<file path="src/rtl/operand_fetch_stage_pkg.sv">
// -----------------------------------------------------------------------------
// operand_fetch_stage_pkg
// Shared types for the operand fetch stage and its register scoreboard.
//   t_data           : one architectural data word
//   t_register_index : architectural register index
//   t_scoreboard     : one pending bit per architectural register
//   REG_X0           : index of the hard-wired zero register
// -----------------------------------------------------------------------------
package operand_fetch_stage_pkg;

   localparam int XLEN_DEF     = 32;
   localparam int NUM_REGS_DEF = 32;
   localparam int REG_IDX_W    = $clog2(NUM_REGS_DEF);

   typedef logic [XLEN_DEF-1:0]     t_data;
   typedef logic [REG_IDX_W-1:0]    t_register_index;
   typedef logic [NUM_REGS_DEF-1:0] t_scoreboard;

   localparam t_register_index REG_X0 = '0;

endpackage

</file>
<file path="src/rtl/operand_fetch_stage_reg_scoreboard.sv">
// -----------------------------------------------------------------------------
// reg_scoreboard
// Pending-writer mask for the architectural registers. A bit is set when an
// instruction that writes the register is issued and cleared when writeback
// retires it or when the issuing instruction is flushed before leaving the
// stage. Bit 0 (x0) is never set.
// Ports:
//   i_clk, i_rst_n                 clock, asynchronous active-low reset
//   i_set_en / i_set_idx           mark register pending (issue)
//   i_clr_en / i_clr_idx           clear register (writeback)
//   i_flush_clr_en / _idx          clear register (flushed held instruction)
//   i_lkpN_idx / o_lkpN_pend       three combinational lookups (rs1, rs2, rd)
// -----------------------------------------------------------------------------
module reg_scoreboard
   import operand_fetch_stage_pkg::*;
(
   input  logic            i_clk,
   input  logic            i_rst_n,
   input  logic            i_set_en,
   input  t_register_index i_set_idx,
   input  logic            i_clr_en,
   input  t_register_index i_clr_idx,
   input  logic            i_flush_clr_en,
   input  t_register_index i_flush_clr_idx,
   input  t_register_index i_lkp1_idx,
   input  t_register_index i_lkp2_idx,
   input  t_register_index i_lkp3_idx,
   output logic            o_lkp1_pend,
   output logic            o_lkp2_pend,
   output logic            o_lkp3_pend
);

   t_scoreboard pending_q;
   t_scoreboard pending_d;

   // Clears are applied before the set so that a same-cycle issue to a
   // register being retired leaves it pending for the new writer.
   always_comb begin
      pending_d = pending_q;
      if (i_clr_en) begin
         pending_d[i_clr_idx] = 1'b0;
      end
      if (i_flush_clr_en) begin
         pending_d[i_flush_clr_idx] = 1'b0;
      end
      if (i_set_en) begin
         pending_d[i_set_idx] = 1'b1;
      end
      pending_d[REG_X0] = 1'b0;
   end

   always_ff @(posedge i_clk or negedge i_rst_n) begin
      if (!i_rst_n) begin
         pending_q <= '0;
      end else begin
         pending_q <= pending_d;
      end
   end

   assign o_lkp1_pend = pending_q[i_lkp1_idx];
   assign o_lkp2_pend = pending_q[i_lkp2_idx];
   assign o_lkp3_pend = pending_q[i_lkp3_idx];

endmodule

</file>
<file path="src/rtl/operand_fetch_stage.sv">
// -----------------------------------------------------------------------------
// operand_fetch_stage
// Sits between decode and execute. Presents rs1/rs2 to the register file's
// asynchronous read ports, captures the operands and pass-through fields into
// an output register, and stalls on RAW/WAW hazards against in-flight
// destinations tracked by reg_scoreboard. Valid/ready on both sides.
// Optional build macro:
//   WB_BYPASS_EN : a writeback in the issue cycle forwards i_wb_data into a
//                  matching operand and hides that register's pending bit
//                  from the hazard check, removing the one-cycle stall.
// Ports:
//   i_clk, i_rst_n             clock, asynchronous active-low reset
//   i_valid/o_ready            upstream handshake
//   i_rs1,i_rs2,i_rd,i_rd_write,i_pc,i_imm   decoded instruction
//   o_rf_idx1/2, i_rf_data1/2  register file read port
//   i_wb_enable,i_wb_idx,i_wb_data           writeback retire port
//   i_flush                    discard the held output instruction
//   o_valid/i_ready            downstream handshake
//   o_op1,o_op2,o_pc,o_imm,o_rd,o_rd_write   captured instruction
// -----------------------------------------------------------------------------
module operand_fetch_stage
   import operand_fetch_stage_pkg::*;
#(
   parameter int XLEN     = XLEN_DEF,
   parameter int NUM_REGS = NUM_REGS_DEF
)(
   input  logic                        i_clk,
   input  logic                        i_rst_n,
   input  logic                        i_valid,
   output logic                        o_ready,
   input  logic [$clog2(NUM_REGS)-1:0] i_rs1,
   input  logic [$clog2(NUM_REGS)-1:0] i_rs2,
   input  logic [$clog2(NUM_REGS)-1:0] i_rd,
   input  logic                        i_rd_write,
   input  logic [XLEN-1:0]             i_pc,
   input  logic [XLEN-1:0]             i_imm,
   output logic [$clog2(NUM_REGS)-1:0] o_rf_idx1,
   output logic [$clog2(NUM_REGS)-1:0] o_rf_idx2,
   input  logic [XLEN-1:0]             i_rf_data1,
   input  logic [XLEN-1:0]             i_rf_data2,
   input  logic                        i_wb_enable,
   input  logic [$clog2(NUM_REGS)-1:0] i_wb_idx,
   input  logic [XLEN-1:0]             i_wb_data,
   input  logic                        i_flush,
   output logic                        o_valid,
   input  logic                        i_ready,
   output logic [XLEN-1:0]             o_op1,
   output logic [XLEN-1:0]             o_op2,
   output logic [XLEN-1:0]             o_pc,
   output logic [XLEN-1:0]             o_imm,
   output logic [$clog2(NUM_REGS)-1:0] o_rd,
   output logic                        o_rd_write
);

   logic            valid_q,    valid_d;
   t_data           op1_q,      op1_d;
   t_data           op2_q,      op2_d;
   t_data           pc_q,       pc_d;
   t_data           imm_q,      imm_d;
   t_register_index rd_q,       rd_d;
   logic            rd_write_q, rd_write_d;

   logic pend_rs1, pend_rs2, pend_rd;
   logic wb_hit;
   logic byp_rs1, byp_rs2, byp_rd;
   logic hazard;
   logic accept;
   logic set_en;
   logic flush_clr_en;

   assign o_rf_idx1 = i_rs1;
   assign o_rf_idx2 = i_rs2;

   assign wb_hit = i_wb_enable && (i_wb_idx != REG_X0);

`ifdef WB_BYPASS_EN
   assign byp_rs1 = wb_hit && (i_wb_idx == i_rs1);
   assign byp_rs2 = wb_hit && (i_wb_idx == i_rs2);
   assign byp_rd  = wb_hit && (i_wb_idx == i_rd);
`else
   assign byp_rs1 = 1'b0;
   assign byp_rs2 = 1'b0;
   assign byp_rd  = 1'b0;
`endif

   // x0 never stalls; a register retiring this cycle only stalls without bypass.
   assign hazard = (pend_rs1 && (i_rs1 != REG_X0) && !byp_rs1) ||
                   (pend_rs2 && (i_rs2 != REG_X0) && !byp_rs2) ||
                   (i_rd_write && (i_rd != REG_X0) && pend_rd && !byp_rd);

   assign o_ready = (!valid_q || i_ready) && !hazard && !i_flush;
   assign accept  = i_valid && o_ready;

   assign set_en       = accept && i_rd_write && (i_rd != REG_X0);
   // Only a held instruction owns a pending bit that a flush must release.
   assign flush_clr_en = i_flush && valid_q && rd_write_q && (rd_q != REG_X0);

   reg_scoreboard u_scoreboard (
      .i_clk           (i_clk),
      .i_rst_n         (i_rst_n),
      .i_set_en        (set_en),
      .i_set_idx       (i_rd),
      .i_clr_en        (wb_hit),
      .i_clr_idx       (i_wb_idx),
      .i_flush_clr_en  (flush_clr_en),
      .i_flush_clr_idx (rd_q),
      .i_lkp1_idx      (i_rs1),
      .i_lkp2_idx      (i_rs2),
      .i_lkp3_idx      (i_rd),
      .o_lkp1_pend     (pend_rs1),
      .o_lkp2_pend     (pend_rs2),
      .o_lkp3_pend     (pend_rd)
   );

   always_comb begin
      valid_d    = valid_q;
      op1_d      = op1_q;
      op2_d      = op2_q;
      pc_d       = pc_q;
      imm_d      = imm_q;
      rd_d       = rd_q;
      rd_write_d = rd_write_q;
      if (i_flush) begin
         valid_d = 1'b0;
      end else if (accept) begin
         valid_d    = 1'b1;
`ifdef WB_BYPASS_EN
         op1_d      = byp_rs1 ? i_wb_data : i_rf_data1;
         op2_d      = byp_rs2 ? i_wb_data : i_rf_data2;
`else
         op1_d      = i_rf_data1;
         op2_d      = i_rf_data2;
`endif
         pc_d       = i_pc;
         imm_d      = i_imm;
         rd_d       = i_rd;
         rd_write_d = i_rd_write;
      end else if (i_ready) begin
         valid_d = 1'b0;
      end
   end

   always_ff @(posedge i_clk or negedge i_rst_n) begin
      if (!i_rst_n) begin
         valid_q    <= 1'b0;
         op1_q      <= '0;
         op2_q      <= '0;
         pc_q       <= '0;
         imm_q      <= '0;
         rd_q       <= '0;
         rd_write_q <= 1'b0;
      end else begin
         valid_q    <= valid_d;
         op1_q      <= op1_d;
         op2_q      <= op2_d;
         pc_q       <= pc_d;
         imm_q      <= imm_d;
         rd_q       <= rd_d;
         rd_write_q <= rd_write_d;
      end
   end

   assign o_valid    = valid_q;
   assign o_op1      = op1_q;
   assign o_op2      = op2_q;
   assign o_pc       = pc_q;
   assign o_imm      = imm_q;
   assign o_rd       = rd_q;
   assign o_rd_write = rd_write_q;

`ifndef WB_BYPASS_EN
   // Writeback data is only consumed by the bypass path.
   logic unused_wb_data;
   assign unused_wb_data = ^i_wb_data;
`endif

endmodule

</file>
<file path="config.mk">
export PLATFORM = sky130hd
export DESIGN_NAME = operand_fetch_stage
export DESIGN_NICKNAME = d
export VERILOG_FILES = /design/src/rtl/operand_fetch_stage_pkg.sv /design/src/rtl/operand_fetch_stage_reg_scoreboard.sv /design/src/rtl/operand_fetch_stage.sv
export SDC_FILE = /design/constraint.sdc
export NUM_CORES = 1
export LEC_CHECK = 0
export BUFFER_PORTS_ARGS = -buffer_cell sky130_fd_sc_hd__buf_2
export CAP_MARGIN = 40
export CORE_UTILIZATION = 43
export DETAILED_ROUTE_END_ITERATION = 10
export PLACE_DENSITY_LB_ADDON = 0.3
export SLEW_MARGIN = 20
export SYNTH_ARGS = -nofsm -noshare
export SYNTH_HDL_FRONTEND = slang
export SYNTH_SLANG_ARGS = --single-unit
</file>
<file path="constraint.sdc">
create_clock -name i_clk -period 2.1 [get_ports i_clk]
set_input_delay 0.315 -clock i_clk [delete_from_list [all_inputs] [get_ports i_clk]]
set_output_delay 0.315 -clock i_clk [all_outputs]
set_load 0.005 [all_outputs]
</file>
=== Yosys cells after proc, flatten, opt, wreduce, memory -nomap -nowiden ===
Index checks and enable logic that the tools add are counted.
Widths: inputs -> output; s select.

* Output and inout port bits: 146
* Bits of input ports: 187
* Bits in registers: 166
* Logic and storage cells: 69

* Multiplexer cells: 18
* Reductions and logical operators: 29
* Bitwise gates (word level): 6
* $lt $le $gt $ge: 8

{| class="wikitable"
|+ Operators with widths
! operator !! count
|-
| $mux 32 || 3
|-
| $and 32x32->32 || 2
|-
| $not 32->32 || 2
|-
| $or 32x32->32 || 1
|-
| $lt 5x6->1 const B || 5
|-
| $reduce_bool 5->1 || 5
|-
| $logic_and 1x1->1 || 16
|-
| $bmux 1 s5 || 3
|-
| $demux 1 s5 || 3
|-
| $ge 5x1->1 const B || 3
|-
| $mux 1 || 9
|-
| $logic_not 1->1 || 3
|-
| $logic_or 1x1->1 || 3
|-
| $reduce_bool 3->1 || 1
|-
| $reduce_and 2->1 || 1
|-
| $not 1->1 || 1
|}

=== Logic depth before layout (Yosys ltp) ===
* Depth in word-level cells: 12
* Depth in mapped cells: 11
* Depth with buffers taken out: 7

=== Cells and area by module ===
A second synthesis with hierarchy kept.

* Cells, all modules: 590
* Area, all modules: 7900.1 sq um

{| class="wikitable"
|+ Modules (own cells, without submodules)
! module !! area an instance (sq um) !! cells each !! seq. area each (sq um) !! instances
|-
| operand_fetch_stage || 5345.1 || 318 || 3378.2 || 1
|-
| reg_scoreboard || 2555.0 || 272 || 775.7 || 1
|}

=== Worst setup path before layout ===
Ideal clock, no wire load.

* Path kind: input -> register
* Start point: input i_rd[2]
* End point: register imm_q[31], in the netlist o_imm[31]
* Cell stages on the path: 11
* Setup slack: -0.349 ns
* Data arrival time: 2.321 ns
* Cell sequence: buf_2 > or3b_2 > clkbuf_1 > o22ai_1 > nor4_1 > o211ai_1 > o311ai_1 > nand4_2 > buf_6 > buf_6 > mux2_1

* Word-level cells in the longest chain between the ends: 9

{| class="wikitable"
|+ Ends and longest elaborated chain
! item !! RTL line !! text
|-
| from (decl) || operand_fetch_stage.sv:33 || <nowiki>input logic [$clog2(NUM_REGS)-1:0] i_rd,</nowiki>
|-
| $bmux 1 s5 or $reduce_bool 5->1 (tied branches) || operand_fetch_stage_reg_scoreboard.sv:62, operand_fetch_stage.sv:89 ||
|-
| $mux 1 (not written as such) or $logic_and 1x1->1 (tied branches) || operand_fetch_stage_reg_scoreboard.sv:62, operand_fetch_stage.sv:89 ||
|-
| $logic_and 1x1->1 (*) || operand_fetch_stage.sv:89 || <nowiki>(i_rd_write && (i_rd != REG_X0) && pend_rd && !byp_rd);</nowiki>
|-
| $logic_or 1x1->1 (*) || operand_fetch_stage.sv:88 || <nowiki>(pend_rs2 && (i_rs2 != REG_X0) && !byp_rs2) ||</nowiki>
|-
| $logic_not 1->1 (*) || operand_fetch_stage.sv:91 || <nowiki>assign o_ready = (!valid_q || i_ready) && !hazard && !i_flush;</nowiki>
|-
| $logic_and 1x1->1 (*) (2 in a row) || operand_fetch_stage.sv:91 ||
|-
| $logic_and 1x1->1 (*) || operand_fetch_stage.sv:92 || <nowiki>assign accept = i_valid && o_ready;</nowiki>
|-
| $reduce_and 2->1 (no source line) (*) || n/a ||
|-
| to (signal assigned) || operand_fetch_stage.sv:157 || <nowiki>imm_q <= imm_d;</nowiki>
|-
| to (decl) || operand_fetch_stage.sv:59 || <nowiki>t_data imm_q, imm_d;</nowiki>
|}

Every way passes the cells marked *; elsewhere a longest branch is shown, timed or not. The select of a mux whose other input is x is not followed.
A chain may end at the register's enable or synchronous reset.

=== Final worst setup path ===
* Start point: register u_scoreboard.pending_q[21]
* End point: register pc_q[16], in the netlist o_pc[16]

* Word-level cells in the longest chain between the ends: 10

{| class="wikitable"
|+ Ends and longest elaborated chain
! item !! RTL line !! text
|-
| from (decl) || operand_fetch_stage_reg_scoreboard.sv:33 || <nowiki>t_scoreboard pending_q;</nowiki>
|-
| from (signal assigned) || operand_fetch_stage_reg_scoreboard.sv:56 || <nowiki>pending_q <= pending_d;</nowiki>
|-
| $bmux 1 s5, on equally long branches || operand_fetch_stage_reg_scoreboard.sv:60, operand_fetch_stage_reg_scoreboard.sv:61 ||
|-
| $mux 1, on equally long branches || operand_fetch_stage_reg_scoreboard.sv:60, operand_fetch_stage_reg_scoreboard.sv:61 ||
|-
| $logic_and 1x1->1, on equally long branches || operand_fetch_stage.sv:87, operand_fetch_stage.sv:88 ||
|-
| $logic_or 1x1->1 || operand_fetch_stage.sv:87 || <nowiki>assign hazard = (pend_rs1 && (i_rs1 != REG_X0) && !byp_rs1) ||</nowiki>
|-
| $logic_or 1x1->1 (*) || operand_fetch_stage.sv:88 ||
|-
| $logic_not 1->1 (*) || operand_fetch_stage.sv:91 ||
|-
| $logic_and 1x1->1 (*) (2 in a row) || operand_fetch_stage.sv:91 ||
|-
| $logic_and 1x1->1 (*) || operand_fetch_stage.sv:92 ||
|-
| $reduce_and 2->1 (no source line) (*) || n/a ||
|-
| to (signal assigned) || operand_fetch_stage.sv:156 || <nowiki>pc_q <= pc_d;</nowiki>
|-
| to (decl) || operand_fetch_stage.sv:58 || <nowiki>t_data pc_q, pc_d;</nowiki>
|}

Marks and branches as above.

==> results.sh <==
export IMPL_ys_flop_type="dfrtp_1"
export IMPL_r2r_start="u_scoreboard.pending_q[21]$_DFF_PN0_"
export IMPL_io_buffers=300
export IMPL_violations="setup timing"
export IMPL_endpoint="o_pc[16]$_DFFE_PN0P_"
export IMPL_nNetsFinal=1078
export IMPL_netlist_top_cells_area="dfrtp_1 55%, mux2_1 16%, mux4_2 4.7%"
export IMPL_crit_chain="mux4_2, a41oi_2, o41ai_2, a211oi_2, buf_4, nand4_4, buf_12, buf_16, mux2_1"
export IMPL_path_class="flop to flop"
export IMPL_critPathMaxStageDelay_ns=0.49
export IMPL_area_growth_synth_to_final_pct=47.5
export IMPL_yosys_top_cells_count="166 x dfrtp_1, 108 x mux2_1, 31 x o31ai_1"
export IMPL_root_buffer="clkbuf_16"
export IMPL_ys_types=43
export IMPL_async_reset_ff_frac=1.00
export IMPL_power_switching_mw=3.14
export IMPL_holdWs_ns=0.0945
export IMPL_place_area_sq_um=9770
export IMPL_reg2reg_to="o_pc[16]$_DFFE_PN0P_"
export IMPL_syn_avg_cell_area_sq_um=14.2
export IMPL_antenna_found_initial=1
export IMPL_yosys_area_top_type_share=0.547
export IMPL_core_rowCount=48
export IMPL_grt_pass1_wl_microns=37000
export IMPL_clock_skew_final_ns=0.0125
export IMPL_required_ns=2.40
export IMPL_p_sw_frac=0.298
export IMPL_synth_most_common_cell="dfrtp_1"
export IMPL_cp_data_arrival_time_ns=2.95
export IMPL_die_area_sq_um=18200
export IMPL_maxSlewViolCount=0
export IMPL_share_comb_of_total_power=0.275
export IMPL_ctsHtreeMaxLevel=4
export IMPL_ys_seq_area_frac=0.547
export IMPL_gp_congestion=1.02
export IMPL_outcome="complete, but fails checks"
export IMPL_cts_tree="yes"
export IMPL_drc=0
export IMPL_worstRegToRegCells=9
export IMPL_final_core_util=0.649
export IMPL_netlist_area_sq_um=7590
export IMPL_path_buf_inv=3
export IMPL_synth_nets=720
export IMPL_drt_wirelength_per_cell_microns=22.5
export IMPL_viasPerCell=5.68
export IMPL_slew_headroom=0.477
export IMPL_startpoint_type="flop"
export IMPL_synth_warnings=0
export IMPL_p_seq_frac=0.417
export IMPL_grt_max_degree=68
export IMPL_start_util=0.440
export IMPL_power_leakage_nw=5.53
export IMPL_clkTransAtPathRegs_ns=0.07
export IMPL_finalHoldViolCount=0
export IMPL_core_area_sq_um=17200
export IMPL_yosysTopAreaCell="dfrtp_1"
export IMPL_yosys_register_bits=166
export IMPL_grt_pass1_vias=6735
export IMPL_dr_total_vias=6423
export IMPL_crit_fanout=15
export IMPL_ir_worst_vdd_v=0.000660
export IMPL_grt_overflow_total=0
export IMPL_finalWirelength_microns=25400
export IMPL_chipWidth_microns=135
export IMPL_clock_sinks=166
export IMPL_power_density_nw_per_um2=944
export IMPL_r2r_slack_ns=-0.55
export IMPL_hold_class="input pin to flop"
export IMPL_io_pins=333
export IMPL_clkPwrFrac=0.308
export IMPL_grt_total_usage=0.270
export IMPL_cp_depth=9
export IMPL_crit_path_end_kind="flop"
export IMPL_hpwl_microns=17700
export IMPL_crit_start="u_scoreboard.pending_q[21]$_DFF_PN0_"
export IMPL_worstMarginPinSlew_ns=0.782
export IMPL_cts_buffer_depth=2
export IMPL_antenna_left=0
export IMPL_critPathTopFamily="multiplexers"
export IMPL_final_min_clock_period_ns=2.65
export IMPL_first_pass_iters=4
export IMPL_max_freq_mhz=377
export IMPL_rsz0062_at_grt="yes"
export IMPL_p_int_mw=7.42
export IMPL_die_h_microns=135
export IMPL_setup_ws_ns=-0.549
export IMPL_fin_crit_sh=1.26
export IMPL_drt_initial_drc_count=305
export IMPL_drive_gt1_frac=0.655
export IMPL_final_area_sq_um=11200
export IMPL_synth_edf_count=0
export IMPL_max_cap_violations=0
export IMPL_synthCells=533
export IMPL_nFillCells=1286
export IMPL_cts_buffers=17
export IMPL_slowest_stage="mux4_2"
export IMPL_clk_insertion_delay_late_ns=0.43
export IMPL_setup_viol_count_final=167
-- cell usage in the layout, fill, tap and decap left out, types with 3 or more instances in the layout --
cell,netlist,layout
buf_2,9,299
mux2_1,108,20
clkbuf_16,0,23
buf_6,5,5
dfrtp_1,166,165
buf_4,12,59
mux2_4,0,88
nor2b_1,4,3
o22ai_1,5,4
a21oi_1,3,3
inv_8,0,5
mux2_2,27,27
o31ai_2,0,23
nand2b_1,4,4
inv_1,4,4
o31ai_4,0,7
nand3b_1,15,15
o221ai_1,29,29
clkinvlp_4,0,4
buf_12,0,11
nand3_1,12,12
or3b_2,4,3
nor2_1,10,10
mux4_2,16,16
mux2i_1,13,13
nand2_1,12,12
o211ai_1,3,3
-- kinds of logic (layout without fill, tap and decap cells) --
group / count (synthesis) / after routing / synth area share
flops: 166 / 166 / 0.547
mux: 164 / 164 / 0.265
compound gates: 84 / 84 / 0.0867
simple gates: 70 / 70 / 0.0538
buf+inv: 49 / 420 / 0.0470
other cells: 0 / 2 / 0
-- routing by layer --
metal,track usage,vias up,wire length (microns)
met5,0,-,13
li1,-,2751,-
met3,0.0845,61,1830
met2,0.453,343,12900
met1,0.318,3266,9880
met4,0.120,2,773
-- how the worst min path moves through the flow --
| stage | cells after the start | from | endpoint | slack (ns) |
|---|---|---|---|---|
| finish | 2 | i_rf_data2[11] | o_op2[11]$_DFFE_PN0P_ | 0.09 |
| floorplan | 0 | i_rst_n | o_imm[0]$_DFFE_PN0P_ | 0.02 |
| global route | 2 | i_rf_data1[9] | o_op1[9]$_DFFE_PN0P_ | 0.08 |
| detailed placement | 1 | i_rst_n | o_op1[3]$_DFFE_PN0P_ | 0.37 |
| CTS | 2 | i_rf_data2[25] | o_op2[25]$_DFFE_PN0P_ | 0.08 |
| global placement | 1 | i_rst_n | o_op1[3]$_DFFE_PN0P_ | 0.36 |
-- state kept, by name (all words and copies together) (netlist names) --
name                    cells
o_imm                      32
o_op1                      32
o_op2                      32
o_pc                       32
o_rd                        5
o_rd_write                  1
o_valid                     1
u_scoreboard.pending_q     31
-- per-stage QoR --
step / setup WS (ns) / power, mW / std cells / setup TNS (ns)
3_3_place_gp: -0.704 / 6.75 / 1082 / -105.78
6_report: -0.549 / 10.6 / 1131 / -78.87
5_1_grt: -0.628 / 11.0 / 1129 / -92.23
3_5_place_dp: -0.775 / 6.87 / 1082 / -113.84
2_1_floorplan: -0.270 / 5.47 / 533 / -34.91
4_1_cts: -0.508 / 10.4 / 1116 / -62.25
-- layout make-up --
| class | instances | area (sq um) | share of cell area |
|---|---|---|---|
| repair buffers | 384 | 2430 | 0.217 |
| flip-flops and latches | 166 | 4160 | 0.371 |
| clock inverters | 15 | 189 | 0.0169 |
| diodes | 2 | 5.00 | 0.000447 |
| multi-input cells | 318 | 3690 | 0.330 |
| inverters | 4 | 15.0 | 0.00134 |
| clock buffers | 17 | 425 | 0.0380 |
| well taps | 225 | 282 | 0.0252 |
-- power groups by stage --
| stage | Sequential (mW) | Combinational, mW | Clock [mW] |
|---|---|---|---|
| 2_1_floorplan | 4.42 | 1.05 | 0 |
| 3_3_place_gp | 4.38 | 2.38 | 0 |
| 3_5_place_dp | 4.41 | 2.46 | 0 |
| 4_1_cts | 4.38 | 2.71 | 3.30 |
| 5_1_grt | 4.48 | 3.09 | 3.42 |
| 6_report | 4.40 | 2.91 | 3.25 |
-- what timing repair did --
action / CTS / global route
resized for setup: 84 / 44
setup endpoints to repair: 167 / 167
cloned: 0 / 10
hold buffers: 1 / 0
buffers inserted: 1 / 3
hold endpoints to repair: 62 / 0
pin swaps: 3 / 1
No activity file was read; power rests on OpenSTA's default activity.
